===== config.mk =====
export PLATFORM = sky130hd
export DESIGN_NAME = shr_unit
export DESIGN_NICKNAME = d
export VERILOG_FILES = /design/src/rtl/shr_unit_pkg.sv /design/src/rtl/shr_unit.sv
export SDC_FILE = /design/constraint.sdc
export NUM_CORES = 1
export LEC_CHECK = 0
export ABC_AREA = 1
export CORE_UTILIZATION = 43
export CTS_CLUSTER_DIAMETER = 30
export DETAILED_ROUTE_END_ITERATION = 8
export PLACE_DENSITY = 0.84
export SLEW_MARGIN = 20
export SYNTH_ARGS = -nofsm -noshare
export SYNTH_HDL_FRONTEND = slang
export SYNTH_SLANG_ARGS = --single-unit

===== constraint.sdc =====
create_clock -name clk -period 1.6 [get_ports clk]
set_input_delay 0.32 -clock clk [delete_from_list [all_inputs] [get_ports clk]]
set_output_delay 0.32 -clock clk [all_outputs]
set_load 0.01 [all_outputs]

===== src/rtl/shr_unit_pkg.sv =====
// rtl/shr_unit_pkg.sv - shared state encoding, widths and saturation helper for shr_unit
package shr_unit_pkg;

  localparam int DW        = 8;
  localparam int SHAMT_MAX = 8;
  localparam int CW        = 4;

  typedef enum logic [1:0] {
    IDLE  = 2'd0,
    SHIFT = 2'd1,
    DONE  = 2'd2
  } state_e;

  // Clamp a shift amount to SHAMT_MAX; beyond that every bit is already filled.
  function automatic logic [CW-1:0] sat_shamt(input logic [DW-1:0] amt);
    if (amt >= DW'(SHAMT_MAX)) begin
      return CW'(SHAMT_MAX);
    end
    return amt[CW-1:0];
  endfunction

endpackage


===== src/rtl/shr_unit.sv =====
// rtl/shr_unit.sv - iterative one-bit-per-cycle right shifter with valid/ready handshake (SHR_ARITH_EN enables sign fill)
module shr_unit
  import shr_unit_pkg::*;
(
  input  logic          clk,
  input  logic          rst,
  input  logic          in_valid,
  output logic          in_ready,
  input  logic [DW-1:0] in1,
  input  logic [DW-1:0] in2,
  input  logic          alu_control,
  input  logic          arith,
  output logic          out_valid,
  input  logic          out_ready,
  output logic [DW-1:0] result,
  output logic          busy
);

  state_e        state_q, state_d;
  logic [DW-1:0] work_q, work_d;
  logic [CW-1:0] cnt_q, cnt_d;
  logic          mode_q, mode_d;
  logic          fill;
  logic [CW-1:0] load_cnt;

`ifdef SHR_ARITH_EN
  logic          arith_q, arith_d;

  // Sign fill replicates the current MSB only when the request asked for it.
  assign fill = arith_q & work_q[DW-1];
`else
  logic          unused_arith;

  // The arith port is kept for interface compatibility but has no effect.
  assign unused_arith = arith;
  assign fill         = 1'b0;
`endif

  assign load_cnt  = alu_control ? sat_shamt(in2) : '0;

  assign in_ready  = (state_q == IDLE);
  assign out_valid = (state_q == DONE);
  assign busy      = (state_q != IDLE);
  assign result    = work_q;

  // State and datapath registers; reset abandons any operation in flight.
  always_ff @(posedge clk or posedge rst) begin
    if (rst) begin
      state_q <= IDLE;
      work_q  <= '0;
      cnt_q   <= '0;
      mode_q  <= 1'b0;
`ifdef SHR_ARITH_EN
      arith_q <= 1'b0;
`endif
    end else begin
      state_q <= state_d;
      work_q  <= work_d;
      cnt_q   <= cnt_d;
      mode_q  <= mode_d;
`ifdef SHR_ARITH_EN
      arith_q <= arith_d;
`endif
    end
  end

  // Next-state, counter and working-register update for the IDLE/SHIFT/DONE sequence.
  always_comb begin
    state_d = state_q;
    work_d  = work_q;
    cnt_d   = cnt_q;
    mode_d  = mode_q;
`ifdef SHR_ARITH_EN
    arith_d = arith_q;
`endif
    unique case (state_q)
      IDLE: begin
        if (in_valid) begin
          work_d  = in1;
          mode_d  = alu_control;
          cnt_d   = load_cnt;
`ifdef SHR_ARITH_EN
          arith_d = arith;
`endif
          state_d = (load_cnt != '0) ? SHIFT : DONE;
        end
      end
      SHIFT: begin
        if (mode_q) begin
          work_d = {fill, work_q[DW-1:1]};
        end
        cnt_d = cnt_q - CW'(1);
        // Counter is at least 1 here; leaving on the final decrement.
        if (cnt_q <= CW'(1)) begin
          state_d = DONE;
        end
      end
      DONE: begin
        if (out_ready) begin
          state_d = IDLE;
        end
      end
      default: begin
        state_d = IDLE;
      end
    endcase
  end

endmodule


==> metrics.cfg, run 1 <==
[logic_synthesis]
yosys_register_bits = 15
yosysSeqAreaShare_pct = 42.67
post_synth.cell_area_avg_um2 = 7.583
syn_inst = 116
yosysWarnings = 0
synth_nets = 140
synth.cell_area_um2 = 879.6
yosysUniqueCellTypes = 23

[timing]
fmax_ghz = 0.6575
post-route-min-period_ns = 1.521
worst_pin_slew_ns = 0.4132
clock_skew_ns = 0.01332
relSlewSlack_pct = 72.35
finalHoldViolCount = 0
report.final.slew_viol_count = 0
rsz0062_at_grt = no
finalSetupViolations = 0
fin_crit_sh_pct = 95.06
setup_tns_ns = 0

[pwr]
p_leak_uw = 0.0006147
irDropWorstVdd_mv = 1.040
p_per_area_mw_per_mm2 = 1729

[clock_tree]
worst_skew_pair.late_latency_ns = 0.29
cts_max_level = 1
clock-sinks = 15
cts_buffers = 3
cts_tree = yes
cts-hold-fix-buffers = 0
clkTransAtPathRegs_ns = 0.10
root_buffer = clkbuf_4
clockBufferDepth = 2

[worst_hold_path]
hp-class = primary input to async pin

[route]
first_pass_iters = 4
drt-vias-per-instance = 4.932
wl_per_cell_um = 10.82
wl_mm = 1.915
drt-initial-drc-count = 16
vias = 873
drc = 0
drtAntennaViolNets = 0

[critical_path]
crit_path_max_fanout = 3
r2r_start = cnt_q[0]$_DFFE_PP0P_
crit_type = register to primary output
end_kind = primary output
cp.arrival_ns = 1.20
rrSetupSlack_ns = 0.11
start_kind = register
crit_required_ns = 1.28
worstRegToRegCells = 7
r2r-end = state_q[1]$_DFFE_PP0P_

[finish]
syn_to_final_growth_pct = 42.39
final_cell_mix = nand2_1, clkdlybuf4s50_1, inv_1
layout.nets = 177
fin_util_pct = 68.80
fill_cells = 159
drive_gt1_share_pct = 11.18
antenna-diode-count = 0

[die]
pin_count = 33
dieArea_mm2 = 0.002230
die_h_um = 47.23
core-area_mm2 = 0.001821
initial_core_util_pct = 48.32
rows = 15
die_x_um = 47.23

[grt]
gr-total-overflow = 0
antenna_found_initial = 0
grt_pass1_vias = 827
grt_first_pass_wirelength_mm = 3.208
grt_usage_pct = 21.16
grt_max_degree = 17

[run_status]
status = finished clean

[placed_design]
routabilityCongestion = 0.8507
port_buffers = 31
dp_hpwl_mm = 1.489

[flow_run]
drv_cap = 0

-- cells by family after synthesis --
| kind of cell | Yosys count | share of synthesized area (%) |
|---|---|---|
| AND/OR/NAND/NOR | 51 | 24.61 |
| adder cells (fa/ha/maj) | 2 | 2.844 |
| buffers and inverters | 23 | 11.09 |
| flip-flops | 15 | 42.67 |
| AO/OA/AOI/OAI | 25 | 18.78 |
-- per-stage QoR --
stage / hold slack [ns] / cell area [um2] / total power (uW) / setup WS (ns) / cells
2_1_floorplan: 0.2215 / 879.6 / 1487 / 0.2760 / 116
3_3_place_gp: 0.5018 / 1217 / 1891 / 0.1437 / 172
3_5_place_dp: 0.5120 / 1217 / 1945 / 0.09299 / 172
4_1_cts: 0.3404 / 1249 / 2165 / 0.07764 / 177
5_1_grt: 0.3698 / 1252 / 2367 / 0.01009 / 177
6_report: 0.3218 / 1252 / 2165 / 0.07904 / 177
-- cell usage after synthesis --
| master | number | area, um2 |
|---|---|---|
| buf_4 | 1 | 7.510 |
| buf_6 | 1 | 11.26 |
| inv_2 | 1 | 3.750 |
| o21ai_4 | 1 | 16.27 |
| nor3_1 | 1 | 5.000 |
| nand2_2 | 2 | 12.51 |
| o21ai_1 | 7 | 35.03 |
| o21bai_1 | 1 | 7.510 |
| a21oi_2 | 1 | 8.760 |
| or2_2 | 1 | 6.260 |
| a21o_1 | 1 | 7.510 |
| inv_1 | 20 | 75.07 |
| nand2_4 | 1 | 11.26 |
| o211ai_2 | 1 | 12.51 |
| nand2_1 | 28 | 105.1 |
| o211ai_1 | 5 | 37.54 |
| nor2_2 | 1 | 6.260 |
| nor2_1 | 12 | 45.04 |
| dfrtp_1 | 15 | 375.4 |
| o21ai_0 | 7 | 35.03 |
| nand3_1 | 5 | 25.02 |
| ha_1 | 2 | 25.02 |
| a21oi_1 | 1 | 5.000 |
-- critical path, stage by stage (launching register included) --
cell           delay (ns)
dfrtp_1              0.41
nor2_2               0.13
buf_4                0.12
dlygate4sd2_1        0.26
-- power by group --
| group | leakage [uW] | total, uW | internal (uW) | switching [uW] |
|---|---|---|---|---|
| registers | 0.000185 | 674 | 563 | 111 |
| logic | 0.000412 | 1270 | 572 | 700 |
| clock network | 0.0000177 | 219 | 92.9 | 127 |
-- sequential cells by signal (all words and copies together) (netlist names) --
name,flops
result,8
cnt_q,4
state_q,2
mode_q,1
-- worst max-delay path by stage --
| stage | start | end | slack, ns | depth (start not counted) |
|---|---|---|---|---|
| 2_1_floorplan | cnt_q[0]$_DFFE_PP0P_ | state_q[1]$_DFFE_PP0P_ | 0.28 | 7 |
| 3_3_place_gp | alu_control | state_q[0]$_DFFE_PP0P_ | 0.14 | 6 |
| 3_5_place_dp | cnt_q[0]$_DFFE_PP0P_ | state_q[1]$_DFFE_PP0P_ | 0.09 | 7 |
| 4_1_cts | result[1]$_DFFE_PP0P_ | result[1] | 0.08 | 1 |
| 5_1_grt | cnt_q[0]$_DFFE_PP0P_ | state_q[1]$_DFFE_PP0P_ | 0.01 | 7 |
| 6_report | state_q[0]$_DFFE_PP0P_ | in_ready | 0.08 | 3 |
-- area by class of cell --
| class | instances | area, um2 | area share (%) |
|---|---|---|---|
| Clock buffer | 3 | 22.52 | 1.798 |
| Clock inverter | 1 | 5.005 | 0.3996 |
| Inverter | 21 | 78.83 | 6.294 |
| Multi-Input combinational cell | 78 | 410.4 | 32.77 |
| Sequential cell | 15 | 375.4 | 29.97 |
| Tap cell | 25 | 31.28 | 2.498 |
| Timing Repair Buffer | 34 | 329.1 | 26.27 |
-- timing repair --
| action | CTS | global route |
|---|---|---|
| setup endpoints to repair | 3 | 1 |
| gates resized for setup | 3 | 1 |
| buffers inserted | 1 | 0 |
| pin swaps | 1 | 0 |
-- layer usage --
metal | global-route usage (%) | up-vias | part of all wire, %
met1 | 23.50 | 409 | 41
met3 | 6.154 | 2 | 3.9
li1 | - | 440 | -
met2 | 36.99 | 22 | 53
met5 | 0 | - | 0
met4 | 9.714 | 0 | 1.4
No activity file was read; power rests on OpenSTA's default activity.
==> run 2: changes to the inputs <==
--- a/config.mk
+++ b/config.mk
@@ -6,10 +6,11 @@
 export NUM_CORES = 1
 export LEC_CHECK = 0
 export ABC_AREA = 1
-export CORE_UTILIZATION = 43
+export CORE_UTILIZATION = 60
 export CTS_CLUSTER_DIAMETER = 30
 export DETAILED_ROUTE_END_ITERATION = 8
-export PLACE_DENSITY = 0.84
+export DONT_BUFFER_PORTS = 1
+export PLACE_DENSITY = 0.82
 export SLEW_MARGIN = 20
 export SYNTH_ARGS = -nofsm -noshare
 export SYNTH_HDL_FRONTEND = slang
==> run 2 against run 1 <==
- sequential cell count is the same
- register-to-register slack about the same
- utilization is essentially flat
- worst setup slack improved by 0.021 ns
- wire length decreased by 15%
- sequential share of layout area grew 11 points
- global-route usage increased by 2.5 points
- combinational power shrank 32%
- critical endpoint is now state_q[1]$_DFFE_PP0P_
- largest cell class unchanged
==> metrics.cfg, run 2 (same netlist as run 1, synthesis figures left out) <==
[timing]
report.final.slew_viol_count = 0  ; unchanged
relSlewSlack_pct = 62.40  ; was 72.35%
finalHoldWorstSlack_ns = 0.1612  ; was 0.3218 ns
fin_crit_sh_pct = 93.75  ; was 95.06%
worst_pin_slew_ns = 0.5634  ; was 0.4132 ns
rsz0062_at_grt = no  ; unchanged
fmax_ghz = 0.6667  ; was 0.6575 GHz
setup_slack_ns = 0.1000  ; was 0.07904 ns
setup_tns_ns = 0  ; unchanged
post-route-min-period_ns = 1.500  ; was 1.521 ns
clock_skew_ns = 0.008662  ; was 0.01332 ns
finalSetupViolations = 0  ; unchanged
finalHoldViolCount = 0  ; unchanged

[placed_design]
routabilityCongestion = 0.8597  ; was 0.8507
placed_area_um2 = 879.6  ; was 0.001217 mm2
preCtsSetupSlack_ns = 0.1369  ; was 0.09299 ns
dp_hpwl_mm = 1.176  ; was 1.489 mm
port_buffers = 0  ; was 31

[critical_path]
rrSetupSlack_ns = 0.10  ; was 0.11 ns
end_kind = register  ; was primary output
startpoint = cnt_q[0]$_DFFE_PP0P_  ; was state_q[0]$_DFFE_PP0P_
crit_type = register to register  ; was register to primary output
r2r_start = cnt_q[0]$_DFFE_PP0P_  ; unchanged
start_kind = register  ; unchanged
crit_required_ns = 1.79  ; was 1.28 ns
cp.arrival_ns = 1.69  ; was 1.20 ns
crit_path_max_fanout = 4  ; was 3

[pwr]
p_clk_share_pct = 12.0  ; was 10.1%
p_leak_uw = 0.0004780  ; was 0.0006147 uW
combPwrFrac_pct = 47.0  ; was 58.7%
p_seq_share_pct = 41.0  ; was 31.2%
internal-power_uw = 954.4  ; was 1227 uW
p_sw_share_pct = 47.72  ; was 43.30%
irDropWorstVdd_mv = 1.038  ; was 1.040 mV
switching_power_uw = 871.3  ; was 937.4 uW
p_per_area_mw_per_mm2 = 1991  ; was 1729 mW/mm2

[finish]
drive_gt1_share_pct = 10.92  ; was 11.18%
final_cell_mix = nand2_1, inv_1, dfrtp_1  ; was nand2_1, clkdlybuf4s50_1, inv_1
antenna-diode-count = 0  ; unchanged
syn_to_final_growth_pct = 4.267  ; was 42.39%
layout.nets = 144  ; was 177
fill_cells = 122  ; was 159
largest_reg_flops = 8  ; unchanged
stdcell_area_um2 = 917.1  ; was 0.001252 mm2
fin_util_pct = 68.76  ; was 68.80%
layout_commonest_cell = nand2_1

[die]
initial_core_util_pct = 65.95  ; was 48.32%
die_x_um = 40.29  ; was 47.23 um
die_h_um = 40.29  ; was 47.23 um
dieArea_mm2 = 0.001623  ; was 0.002230 mm2
rows = 13  ; was 15
pin_count = 33  ; unchanged
core-area_mm2 = 0.001334  ; was 0.001821 mm2

[worst_hold_path]
hp-class = primary input to register  ; was primary input to async pin
hp-start = alu_control

[clock_tree]
root_buffer = clkbuf_4  ; unchanged
clock-sinks = 15  ; unchanged
cts_buffers = 3  ; unchanged
cts_tree = yes  ; unchanged
worst_skew_pair.late_latency_ns = 0.29  ; about the same
cts_max_level = 1  ; unchanged
clkTransAtPathRegs_ns = 0.10  ; about the same
clockBufferDepth = 2  ; unchanged

[route]
drt-vias-per-instance = 5.552  ; was 4.932
wl_per_cell_um = 12.19  ; was 10.82 um
drt-initial-drc-count = 17  ; was 16
vias = 744  ; was 873
drc = 0  ; unchanged
first_pass_iters = 4  ; unchanged
wl_mm = 1.633  ; was 1.915 mm
drtAntennaViolNets = 0  ; unchanged

[grt]
grt_pass1_vias = 641  ; was 827
grt_first_pass_wirelength_mm = 2.477  ; was 3.208 mm
grt_usage_pct = 23.63  ; was 21.16%
antenna_found_initial = 0  ; unchanged
gr-total-overflow = 0  ; unchanged
grt_max_degree = 17  ; unchanged

[flow_run]
drv_cap = 0  ; unchanged

[run_status]
status = finished clean  ; unchanged

run 2: what timing repair did:
| item | 4_1_cts | 5_1_grt |
|---|---|---|
| resized for setup | 0 | 0 |
| setup buffers | 0 | 0 |
| hold buffers | 1 | 0 |
| endpoints found under the hold margin | 15 | 0 |
run 2: routing by layer:
metal	vias to the layer above	GRT usage (%)	routed length, um
li1	372	-	-
met3	2	5.000	88
met4	0	10.00	10
met1	349	27.56	750
met2	21	41.53	784
met5	-	0	0
run 2: path summary, 6_finish.rpt:
check,end,depth (start not counted)
setup / recovery,state_q[1]$_DFFE_PP0P_,7
setup reg to reg,state_q[1]$_DFFE_PP0P_,7
max in group asynchronous,result[1]$_DFFE_PP0P_,2
min in group asynchronous,cnt_q[0]$_DFFE_PP0P_,2
hold reg to reg,cnt_q[3]$_DFFE_PP0P_,2
hold / removal,mode_q$_DFFE_PP0P_,2
run 2: metrics by stage:
| step | total power (uW) | cells |
|---|---|---|
| 2_1_floorplan | 1487 | 116 |
| 3_3_place_gp | 1567 | 129 |
| 3_5_place_dp | 1607 | 129 |
| 4_1_cts | 1835 | 134 |
| 5_1_grt | 1993 | 134 |
| 6_report | 1826 | 134 |
run 2: layout make-up:
type                       instances  area (um2)  share of cell area (%)
clock buffer                       3       22.52                   2.456
clock inverter                     1       5.005                  0.5457
inverter                          21       78.83                   8.595
multi-input combinational         78       406.6                   44.34
sequential                        15       375.4                   40.93
tap                               15       18.77                   2.046
timing repair buffer               1       10.01                   1.091
run 2: worst max-delay path, stage by stage (launching register included):
cell	delay [ns]
dfrtp_1	0.42
inv_1	0.09
ha_1	0.22
or2_2	0.29
a21oi_1	0.20
nor2_1	0.07
nand2_1	0.07
nand2_1	0.05
run 2: power by group through the flow:
stage / combinational (uW) / sequential (uW) / clock (uW)
after floorplan: 763 / 723 / 0
after global placement: 818 / 749 / 0
after detailed placement: 853 / 754 / 0
after CTS: 865 / 748 / 223
after global routing: 984 / 772 / 237
final: 858 / 749 / 219
==> run 3: changes to the inputs <==
--- a/config.mk
+++ b/config.mk
@@ -10,6 +10,7 @@
 export CTS_CLUSTER_DIAMETER = 30
 export DETAILED_ROUTE_END_ITERATION = 8
 export DONT_BUFFER_PORTS = 1
+export GPL_TIMING_DRIVEN = 0
 export PLACE_DENSITY = 0.82
 export SLEW_MARGIN = 20
 export SYNTH_ARGS = -nofsm -noshare
==> run 3 against run 2 <==
- register-to-register slack barely moved
- critical path depth did not move
- wire length rose by 7.2%
- worst setup slack got worse by 0.0026 ns
- sequential cell count did not move
- clock power rose by 5%
- clock skew barely moved
- non-clock buffer count rose by 2
- cell count rose by 1.5%
- largest cell class unchanged
- largest power group unchanged
==> metrics.cfg, run 3 (same netlist as run 1, synthesis figures left out) <==
[run_status]
status = finished clean  ; unchanged

[grt]
grt_usage_pct = 25.32  ; was 23.63%
grt_first_pass_wirelength_mm = 2.559  ; was 2.477 mm
grt_max_degree = 16  ; was 17
antenna_found_initial = 0  ; unchanged
gr-total-overflow = 0  ; unchanged
grt_pass1_vias = 674  ; was 641

[finish]
drive_gt1_share_pct = 12.40  ; was 10.92%
fill_cells = 108  ; was 122
multiInputGateArea_um2 = 406.6  ; unchanged
syn_to_final_growth_pct = 6.401  ; was 4.267%
fin_util_pct = 70.17  ; was 68.76%
regArea_um2 = 375.4  ; unchanged
layout.nets = 146  ; was 144
antenna-diode-count = 0  ; unchanged
final_cell_mix = nand2_1, inv_1, dfrtp_1  ; unchanged
largest_reg_flops = 8  ; unchanged
stdcell_count = 136  ; was 134
layout_commonest_cell = nand2_1  ; unchanged

[clock_tree]
cts_max_level = 1  ; unchanged
worst_skew_pair.late_latency_ns = 0.30  ; was 0.29 ns
clkTransAtPathRegs_ns = 0.10  ; about the same
clock-sinks = 15  ; unchanged
cts_tree = yes  ; unchanged
cts_buffers = 3  ; unchanged
root_buffer = clkbuf_4  ; unchanged
clockBufferDepth = 2  ; unchanged

[critical_path]
start_kind = register  ; unchanged
crit_required_ns = 1.79  ; about the same
cpMostUsedCell = nand2_1  ; unchanged
crit_type = register to register  ; unchanged
cp.arrival_ns = 1.70  ; was 1.69 ns
cp_slowest_cell = dfrtp_1  ; unchanged
crit_path_max_fanout = 4  ; unchanged
end_kind = register  ; unchanged
path_cells = inv_1 -> ha_1 -> or2_2 -> a21oi_1 -> nor2_1 -> nand2_1 -> nand2_1  ; unchanged
cpPeakStageDelay_ns = 0.41  ; was 0.42 ns

[timing]
clock_skew_ns = 0.009100  ; was 0.008662 ns
rsz0062_at_grt = no  ; unchanged
finalHoldWorstSlack_ns = 0.1403  ; was 0.1612 ns
fmax_ghz = 0.6655  ; was 0.6667 GHz
report.final.slew_viol_count = 0  ; unchanged
post-route-min-period_ns = 1.503  ; was 1.500 ns
finalSetupViolations = 0  ; unchanged
relSlewSlack_pct = 62.42  ; was 62.40%
fin_crit_sh_pct = 93.92  ; was 93.75%
worst_pin_slew_ns = 0.5631  ; was 0.5634 ns
finalHoldViolCount = 0  ; unchanged
setup_tns_ns = 0  ; unchanged

[route]
vias = 758  ; was 744
drt-initial-drc-count = 14  ; was 17
drtAntennaViolNets = 0  ; unchanged
wl_per_cell_um = 12.87  ; was 12.19 um
wl_mm = 1.750  ; was 1.633 mm
drc = 0  ; unchanged
first_pass_iters = 4  ; unchanged
drt-vias-per-instance = 5.574  ; was 5.552

[pwr]
irDropWorstVdd_mv = 1.057  ; was 1.038 mV
p_clk_share_pct = 12.2  ; was 12.0%
p_per_area_mw_per_mm2 = 2015  ; was 1991 mW/mm2
combPwrFrac_pct = 48.3  ; was 47.0%
p_sw_share_pct = 47.31  ; was 47.72%
internal-power_uw = 993.7  ; was 954.4 uW
p_leak_uw = 0.0004892  ; was 0.0004780 uW
p_seq_share_pct = 39.5  ; was 41.0%
switching_power_uw = 892.4  ; was 871.3 uW

[die]
die_x_um = 40.29  ; unchanged
initial_core_util_pct = 65.95  ; unchanged
die_h_um = 40.29  ; unchanged
core-area_mm2 = 0.001334  ; unchanged
rows = 13  ; unchanged
pin_count = 33  ; unchanged
dieArea_mm2 = 0.001623  ; unchanged

[placed_design]
port_buffers = 0  ; unchanged
routabilityCongestion = 0.8518  ; was 0.8597
dp.cells = 131  ; was 129
dp_hpwl_mm = 1.249  ; was 1.176 mm

[flow_run]
drv_cap = 0  ; unchanged

[worst_hold_path]
hp-class = primary input to register  ; unchanged

[run 3: changes by cell type in the layout (fill, tap and decap cells not counted)]
cell	previous run	this run
buf_4	0	1
buf_6	0	1
[run 3: path summary, 6_finish.rpt]
check	from	endpoint	slack, ns	cells past startpoint
worst min-delay path	in1[7]	result[7]$_DFFE_PP0P_	0.14	2
worst min register to register	cnt_q[3]$_DFFE_PP0P_	cnt_q[3]$_DFFE_PP0P_	0.52	2
worst max register to register	cnt_q[0]$_DFFE_PP0P_	state_q[1]$_DFFE_PP0P_	0.1	7
worst max-delay path	cnt_q[0]$_DFFE_PP0P_	state_q[1]$_DFFE_PP0P_	0.1	7
max in group asynchronous	rst	cnt_q[0]$_DFFE_PP0P_	0.71	2
min in group asynchronous	rst	result[6]$_DFFE_PP0P_	0.51	2
[run 3: cell type report]
cell class | instances | area share, %
clock buffers | 3 | 2.406
well taps | 15 | 2.005
clock inverters | 1 | 0.5348
multi-input cells | 78 | 43.45
flip-flops and latches | 15 | 40.11
inverters | 21 | 8.422
plain buffers | 2 | 2.005
repair buffers | 1 | 1.070
[run 3: repair_timing]
item | CTS | global route
resized for setup | 0 | 0
setup buffers | 0 | 0
hold buffers | 1 | 0
endpoints found under the hold margin | 15 | 0
[run 3: routing by layer]
| layer | up-vias | wire (um) | track usage [%] |
|---|---|---|---|
| met5 | - | 0 | 0 |
| met4 | 0 | 48 | 17.50 |
| met3 | 7 | 131 | 9.444 |
| met2 | 29 | 792 | 38.71 |
| met1 | 345 | 778 | 29.12 |
| li1 | 377 | - | - |
[run 3: worst max-delay path: cells and delay by family (launching register included)]
kind / cells / cell delay (ns)
and+or+nand+nor: 4 / 0.48
DFF: 1 / 0.41
adders and majority gates: 1 / 0.22
AOI/OAI and AO/OA: 1 / 0.20
buffers and inverters: 1 / 0.09
[run 3: power by group through the flow]
stage	Clock, uW	Combinational (uW)	Sequential (uW)
floorplan	0	763	723
global placement	0	875	749
detailed placement	0	901	754
CTS	233	912	748
global route	252	1040	774
finish	230	911	746
[run 3: through the flow]
stage | cell area, um2 | total power, uW | setup WS, ns
global route | 935.9 | 2061 | 0.0008575
CTS | 935.9 | 1892 | 0.09420
global placement | 898.4 | 1624 | 0.1505
floorplan | 879.6 | 1487 | 0.2760
finish | 935.9 | 1886 | 0.09736
detailed placement | 898.4 | 1655 | 0.1090
==> edit 1, RTL diff (settings of run 2) <==
Set the package constant `CW` to 8 (it was 4).
--- a/src/rtl/shr_unit_pkg.sv
+++ b/src/rtl/shr_unit_pkg.sv
@@ -3,7 +3,7 @@
 
   localparam int DW        = 8;
   localparam int SHAMT_MAX = 8;
-  localparam int CW        = 4;
+  localparam int CW        = 8;
 
   typedef enum logic [1:0] {
     IDLE  = 2'd0,
Behaviour: same outputs for any inputs over 10 cycles, from zero or initial values and one cycle with rst high; that may be too few to reach the edited logic, so the function may still have changed.
==> edit 1 against run 2 <==
Sequential power increased by 20%; worst hold slack got worse by 0.021 ns; synthesized cell count increased by 29%; wire length increased by 37%; maximum frequency increased by 6.3%; sequential cell count increased by 4; cell area increased by 34%; count of clock-buffer cells in the layout unchanged; setup slack improved by 0.090 ns; synthesized area increased by 33%; critical path depth increased by 1; combinational power increased by 57%; total power increased by 37%; highest routed layer unchanged.
==> edit 1: results (changes against run 2) <==
** STA
- The final setup violation count was 0 (unchanged).
- Layout Skew :: 0.006242 ns (was 0.008662 ns)
- The transition time at the pin with the least slew margin was 0.2686 ns (was 0.5634 ns).

** Clock tree
- The number of hold buffers added after CTS is 1 (unchanged).
- Inserted Clock Buffers :: 3 (unchanged)
- CTS H-tree depth :: 1 (unchanged)
- The post-CTS setup repair buffer count came to 0 (unchanged).
- PostCTS Resize Cnt :: 0 (unchanged)
- The cell chosen for the clock root is clkbuf_4 (unchanged).
- Clock network latency to the later pin of the worst-skew pair :: 0.30 ns

** Yosys
- Distinct cells, synth :: 22 (was 23)
- Count of synthesis-stage warnings from yosys :: 0 (unchanged)
- Largest cells by area after synthesis: dfrtp_1 41%, nand2_1 9.6%, o21ai_0 7.3% (was dfrtp_1 43%, nand2_1 12%, inv_1 8.5%).
- Mapped Nets :: 174 (was 140)
- Fraction of the yosys area taken by sequential cells :: 40.60% (was 42.67%)
- Synth top cells by count :: 30 x nand2_1, 20 x inv_1, 19 x dfrtp_1 (was 28 x nand2_1, 20 x inv_1, 15 x dfrtp_1)

** Placed design
- Count of buffers from port buffering :: 0 (unchanged)
- The placed wire-length estimate after detailed placement came to 1700 µm (was 1176 µm).
- RD Place Congestion :: 0.8445 (was 0.8597)
- The worst slack at placement was 0.2260 ns (was 0.1369 ns).

** Detailed routing
- The first-pass detailed-route iteration total came to 5 (was 4).
- Sum of routed wire length over all layers :: 2239 µm (was 1633 µm)
- Count of routing violations after the opening detailed-route iteration :: 15 (was 17)
- The vias per cell was 5.363 (was 5.552).

** Global routing
- The wire length of the first global-routing pass came to 3801 µm (was 2477 µm).
- The largest net degree at the start of global routing was 23 (was 17).
- The all-layer global routing usage is 25.64% (was 23.63%).
- Number of antenna violations at the first check in global routing :: 0 (unchanged)
- Via count of the first global-routing pass :: 908 (was 641)

** Pwr
- The maximum vdd ir drop came to 0.001129 V (was 0.001038 V).
- Leakage component of the power :: 0.6086 nW (was 0.4780 nW)

** Run status
- Outcome :: finished clean (unchanged)

** Layout
- Number of fill cells in the layout :: 146 (was 122)
- Share of final-layout standard cells stronger than drive strength 1 :: 17.53% (was 10.92%)
- The number of antenna cells inserted is 0 (unchanged).
- Layout Nets :: 179 (was 144)

** Critical path
- Worst EP arrival :: 1.61 ns (was 1.69 ns)

** Worst hold path
- The kind of path behind the tightest hold check is in -> reg (unchanged).
[edit 1: changes by cell type in the layout (fill, tap and decap cells not counted), sizes merged, moves of 4 or more]
cell	delta
o21ai	+10
o211ai	-6
nand3	+7
nand2	+4
nor2	+8
dfrtp	+4
[edit 1: report_power, final]
part / leakage, nW / switching (W) / internal (W)
Combinational: 0.352 / 0.000892 / 0.000461
Sequential: 0.239 / 0.000207 / 0.000696
Clock: 0.0177 / 0.000149 / 0.0000934
[edit 1: final cells by class]
class,instances,area (µm²),share of cell area (%)
repair buffers,3,25.02,2.041
clock buffers,3,22.52,1.837
clock inverters,1,5.005,0.4082
multi-input cells,104,576.8,47.04
well taps,25,31.28,2.551
inverters,24,90.09,7.347
flip-flops and latches,19,475.5,38.78
[edit 1: cells by family (layout without fill, tap and decap cells)]
logic type | Yosys count | count (layout) | share of synthesized area, %
and+or+nand+nor | 70 | 70 | 30.45
buffers and inverters | 27 | 31 | 10.15
AOI/OAI and AO/OA | 31 | 31 | 15.92
adders and majority gates | 2 | 2 | 2.136
DFF | 19 | 19 | 40.60
xor gates and xnor gates | 1 | 1 | 0.7480
[edit 1: worst max-delay path, delay by kind of cell (launching register included)]
family                   cells  cell delay (ns)
flip-flops                   1             0.41
AND/OR/NAND/NOR              5             0.33
adder cells (fa/ha/maj)      1             0.27
AO/OA/AOI/OAI                1             0.21
buffers and inverters        1             0.10
[edit 1: stage by stage]
step	cell area [µm²]	power (W)	util, %	cells	hold WS (ns)
final	1226	0.002498	68.77	179	0.1406
after CTS	1226	0.002512	68.77	179	0.1361
after global placement	1189	0.002174	66.67	174	0.2441
after floorplan	1171	0.002075	-	150	0.2711
after detailed placement	1189	0.002257	66.67	174	0.2519
after global routing	1226	0.002742	68.77	179	0.1420
[edit 1: worst paths after layout]
path	slack (ns)	depth (start not counted)	start	end
worst max-delay path	0.19	8	cnt_q[0]$_DFFE_PP0P_	state_q[1]$_DFFE_PP0P_
worst min-delay path	0.14	2	in1[7]	result[7]$_DFFE_PP0P_
worst max register to register	0.19	8	cnt_q[0]$_DFFE_PP0P_	state_q[1]$_DFFE_PP0P_
worst min register to register	0.52	2	cnt_q[5]$_DFFE_PP0P_	cnt_q[5]$_DFFE_PP0P_
max in group asynchronous	0.94	3	rst	result[7]$_DFFE_PP0P_
min in group asynchronous	0.46	3	rst	result[0]$_DFFE_PP0P_
[edit 1: per-layer routing]
metal	up-vias	routed length, µm	global-route usage (%)	share of wire, %
li1	482	-	-	-
met2	38	1150	45.35	51
met3	5	136	6.667	6.1
met4	0	34	10.00	1.5
met1	435	918	29.15	41
met5	-	0	0	0
==> edit 2, RTL diff (flow settings as in run 2) <==
Without the edit above. The 3 states of `state_e` get a one-hot encoding in 3 bits.
--- a/src/rtl/shr_unit_pkg.sv
+++ b/src/rtl/shr_unit_pkg.sv
@@ -5,10 +5,10 @@
   localparam int SHAMT_MAX = 8;
   localparam int CW        = 4;
 
-  typedef enum logic [1:0] {
-    IDLE  = 2'd0,
-    SHIFT = 2'd1,
-    DONE  = 2'd2
+  typedef enum logic [2:0] {
+    IDLE  = 3'b001,
+    SHIFT = 3'b010,
+    DONE  = 3'b100
   } state_e;
 
   // Clamp a shift amount to SHAMT_MAX; beyond that every bit is already filled.
Function: no difference found for any inputs over 10 cycles, from zero or initial values and one cycle with rst high; not proved beyond that.
==> edit 2 against run 2 <==
Sequential cell count is 1 higher; sequential share of layout area decreased by 2.2 points; synthesized area rose by 13%; cell area grew 13%; largest cell class unchanged; clock power is 24% higher; wire length rose by 12%; largest power group unchanged; total power is 5.9% higher; setup slack worse by 0.029 ns.
==> edit 2: results (changes against run 2) <==
** Run status
- Outcome :: finished clean (unchanged)

** Worst hold path
- Min-Delay Startpoint :: alu_control (unchanged)
- The worst hold path depth was 2 (unchanged).

** Critical path
- The kind of cell with the highest combined delay on the critical path was flip-flops (was simple AND/OR/NAND/NOR gates).
- Origin of the critical flop-to-flop path :: state_q[0]$_DFFE_PP1P_ (was cnt_q[0]$_DFFE_PP0P_)
- The depth of the worst register-to-register path was 6 (was 7).
- The critical-path maximum fanout came to 5 (was 4).
- Worst EP arrival :: 1.21 ns (was 1.69 ns)
- FF-to-FF setup slack :: 0.23 ns (was 0.10 ns)
- Worst R2R End :: result[4]$_DFFE_PP0P_ (was state_q[1]$_DFFE_PP0P_)
- Delay of the slowest cell on the worst path :: 0.44 ns (was 0.42 ns)

** Detailed routing
- The total vias in the final route was 874 (was 744).
- The met3 layer wire length in the routed design was 93 µm (was 88 µm).
- The met2 wirelength from detailed routing is 900 µm (was 784 µm).
- The routed length per placed instance came to 11.35 µm (was 12.19 µm).
- The met1 routed wirelength after detailed routing was 796 µm (was 750 µm).
- The initial detailed-routing violation count came to 12 (was 17).

** Layout
- Share of final-layout standard cells stronger than drive strength 1 :: 8.966% (was 10.92%)
- Layout Nets :: 170 (was 144)
- The number of fillers in the final layout is 144 (was 122).

** Global routing
- The all-layer global routing usage is 22.66% (was 23.63%).
- Pin count of the biggest net entering global routing :: 21 (was 17)
- Global routing met1 resource utilization :: 28.57% (was 27.56%)
- Via count of the first global-routing pass :: 769 (was 641)
- The wire length of the first global-routing pass is 3084 µm (was 2477 µm).
- Met2 Resource Use GR :: 37.58% (was 41.53%)
- The met3 layer usage reported by global route came to 2.979% (was 5.000%).

** Pwr
- Cell internal pwr :: 0.001037 W (was 0.0009544 W)
- Maximum vdd ir drop :: 0.001187 V (was 0.001038 V)
- The leakage power total is 0.5906 nW (was 0.4780 nW).

** Placed design
- The placed wire-length estimate after detailed placement came to 1353 µm (was 1176 µm).
- Count of buffers from port buffering :: 0 (unchanged)
- RD Place Congestion :: 0.8530 (was 0.8597)
- Cell Area, Placed :: 991.0 µm² (was 879.6 µm²)

** Clock tree
- The clock insertion delay at the later pin of the skew report is 0.29 ns (about the same).

** STA
- The smallest hold slack came to 0.1346 ns (was 0.1612 ns).
- The clock skew after layout is 0.001055 ns (was 0.008662 ns).
- Headroom to the max-slew limit :: 59.15% (was 62.40%)

** Yosys
- Largest cells by area after synthesis :: dfrtp_1 38%, nand2_1 19%, inv_1 8.7% (was dfrtp_1 43%, nand2_1 12%, inv_1 8.5%)
- Synth top cells by count :: 49 x nand2_1, 23 x inv_1, 15 x dfrtp_1, 15 x nand3_1, 13 x o21ai_0 (was 28 x nand2_1, 20 x inv_1, 15 x dfrtp_1)
- Fraction of the yosys area taken by sequential cells :: 40.43% (was 42.67%)
- The number of distinct library cells after synthesis was 21 (was 23).
edit 2: logic make-up after synthesis:
family	Yosys count	synth area share [%]
AND/OR/NAND/NOR	83	37.91
buffers and inverters	27	12.09
flip-flops	16	40.43
AO/OA/AOI/OAI	14	7.052
adder cells (fa/ha/maj)	2	2.518
edit 2: layout make-up:
| type | instances | area, µm² | area share (%) |
|---|---|---|---|
| inverters | 24 | 90.09 | 8.685 |
| flip-flops and latches | 16 | 401.6 | 38.72 |
| clock buffers | 4 | 36.28 | 3.498 |
| multi-input cells | 99 | 471.7 | 45.48 |
| well taps | 16 | 20.02 | 1.930 |
| repair buffers | 2 | 17.52 | 1.689 |
edit 2: power by group through the flow:
stage	combinational, W	clock, W	sequential, W
floorplan	0.000741	0	0.000796
finish	0.000837	0.000272	0.000824
global placement	0.000796	0	0.000825
detailed placement	0.000831	0	0.000835
CTS	0.000843	0.000276	0.000826
global route	0.000972	0.000281	0.000855
edit 2: metrics by stage:
step	setup slack [ns]	total power [W]	utilization, %	cells
global placement	0.2672	0.001621	65.02	156
finish	0.07145	0.001933	68.06	161
detailed placement	0.2441	0.001666	65.02	156
CTS	0.06306	0.001945	68.06	161
global route	0.02547	0.002107	68.06	161
floorplan	0.3739	0.001537	-	142
edit 2: worst max-delay path by stage:
stage	from	end	slack [ns]	cells past startpoint
floorplan	state_q[0]$_DFFE_PP1P_	cnt_q[2]$_DFFE_PP0P_	0.37	7
global placement	state_q[0]$_DFFE_PP1P_	cnt_q[2]$_DFFE_PP0P_	0.27	7
detailed placement	state_q[0]$_DFFE_PP1P_	cnt_q[2]$_DFFE_PP0P_	0.24	7
CTS	state_q[1]$_DFFE_PP0P_	in_ready	0.06	3
global route	state_q[1]$_DFFE_PP0P_	in_ready	0.03	3
finish	state_q[1]$_DFFE_PP0P_	in_ready	0.07	3
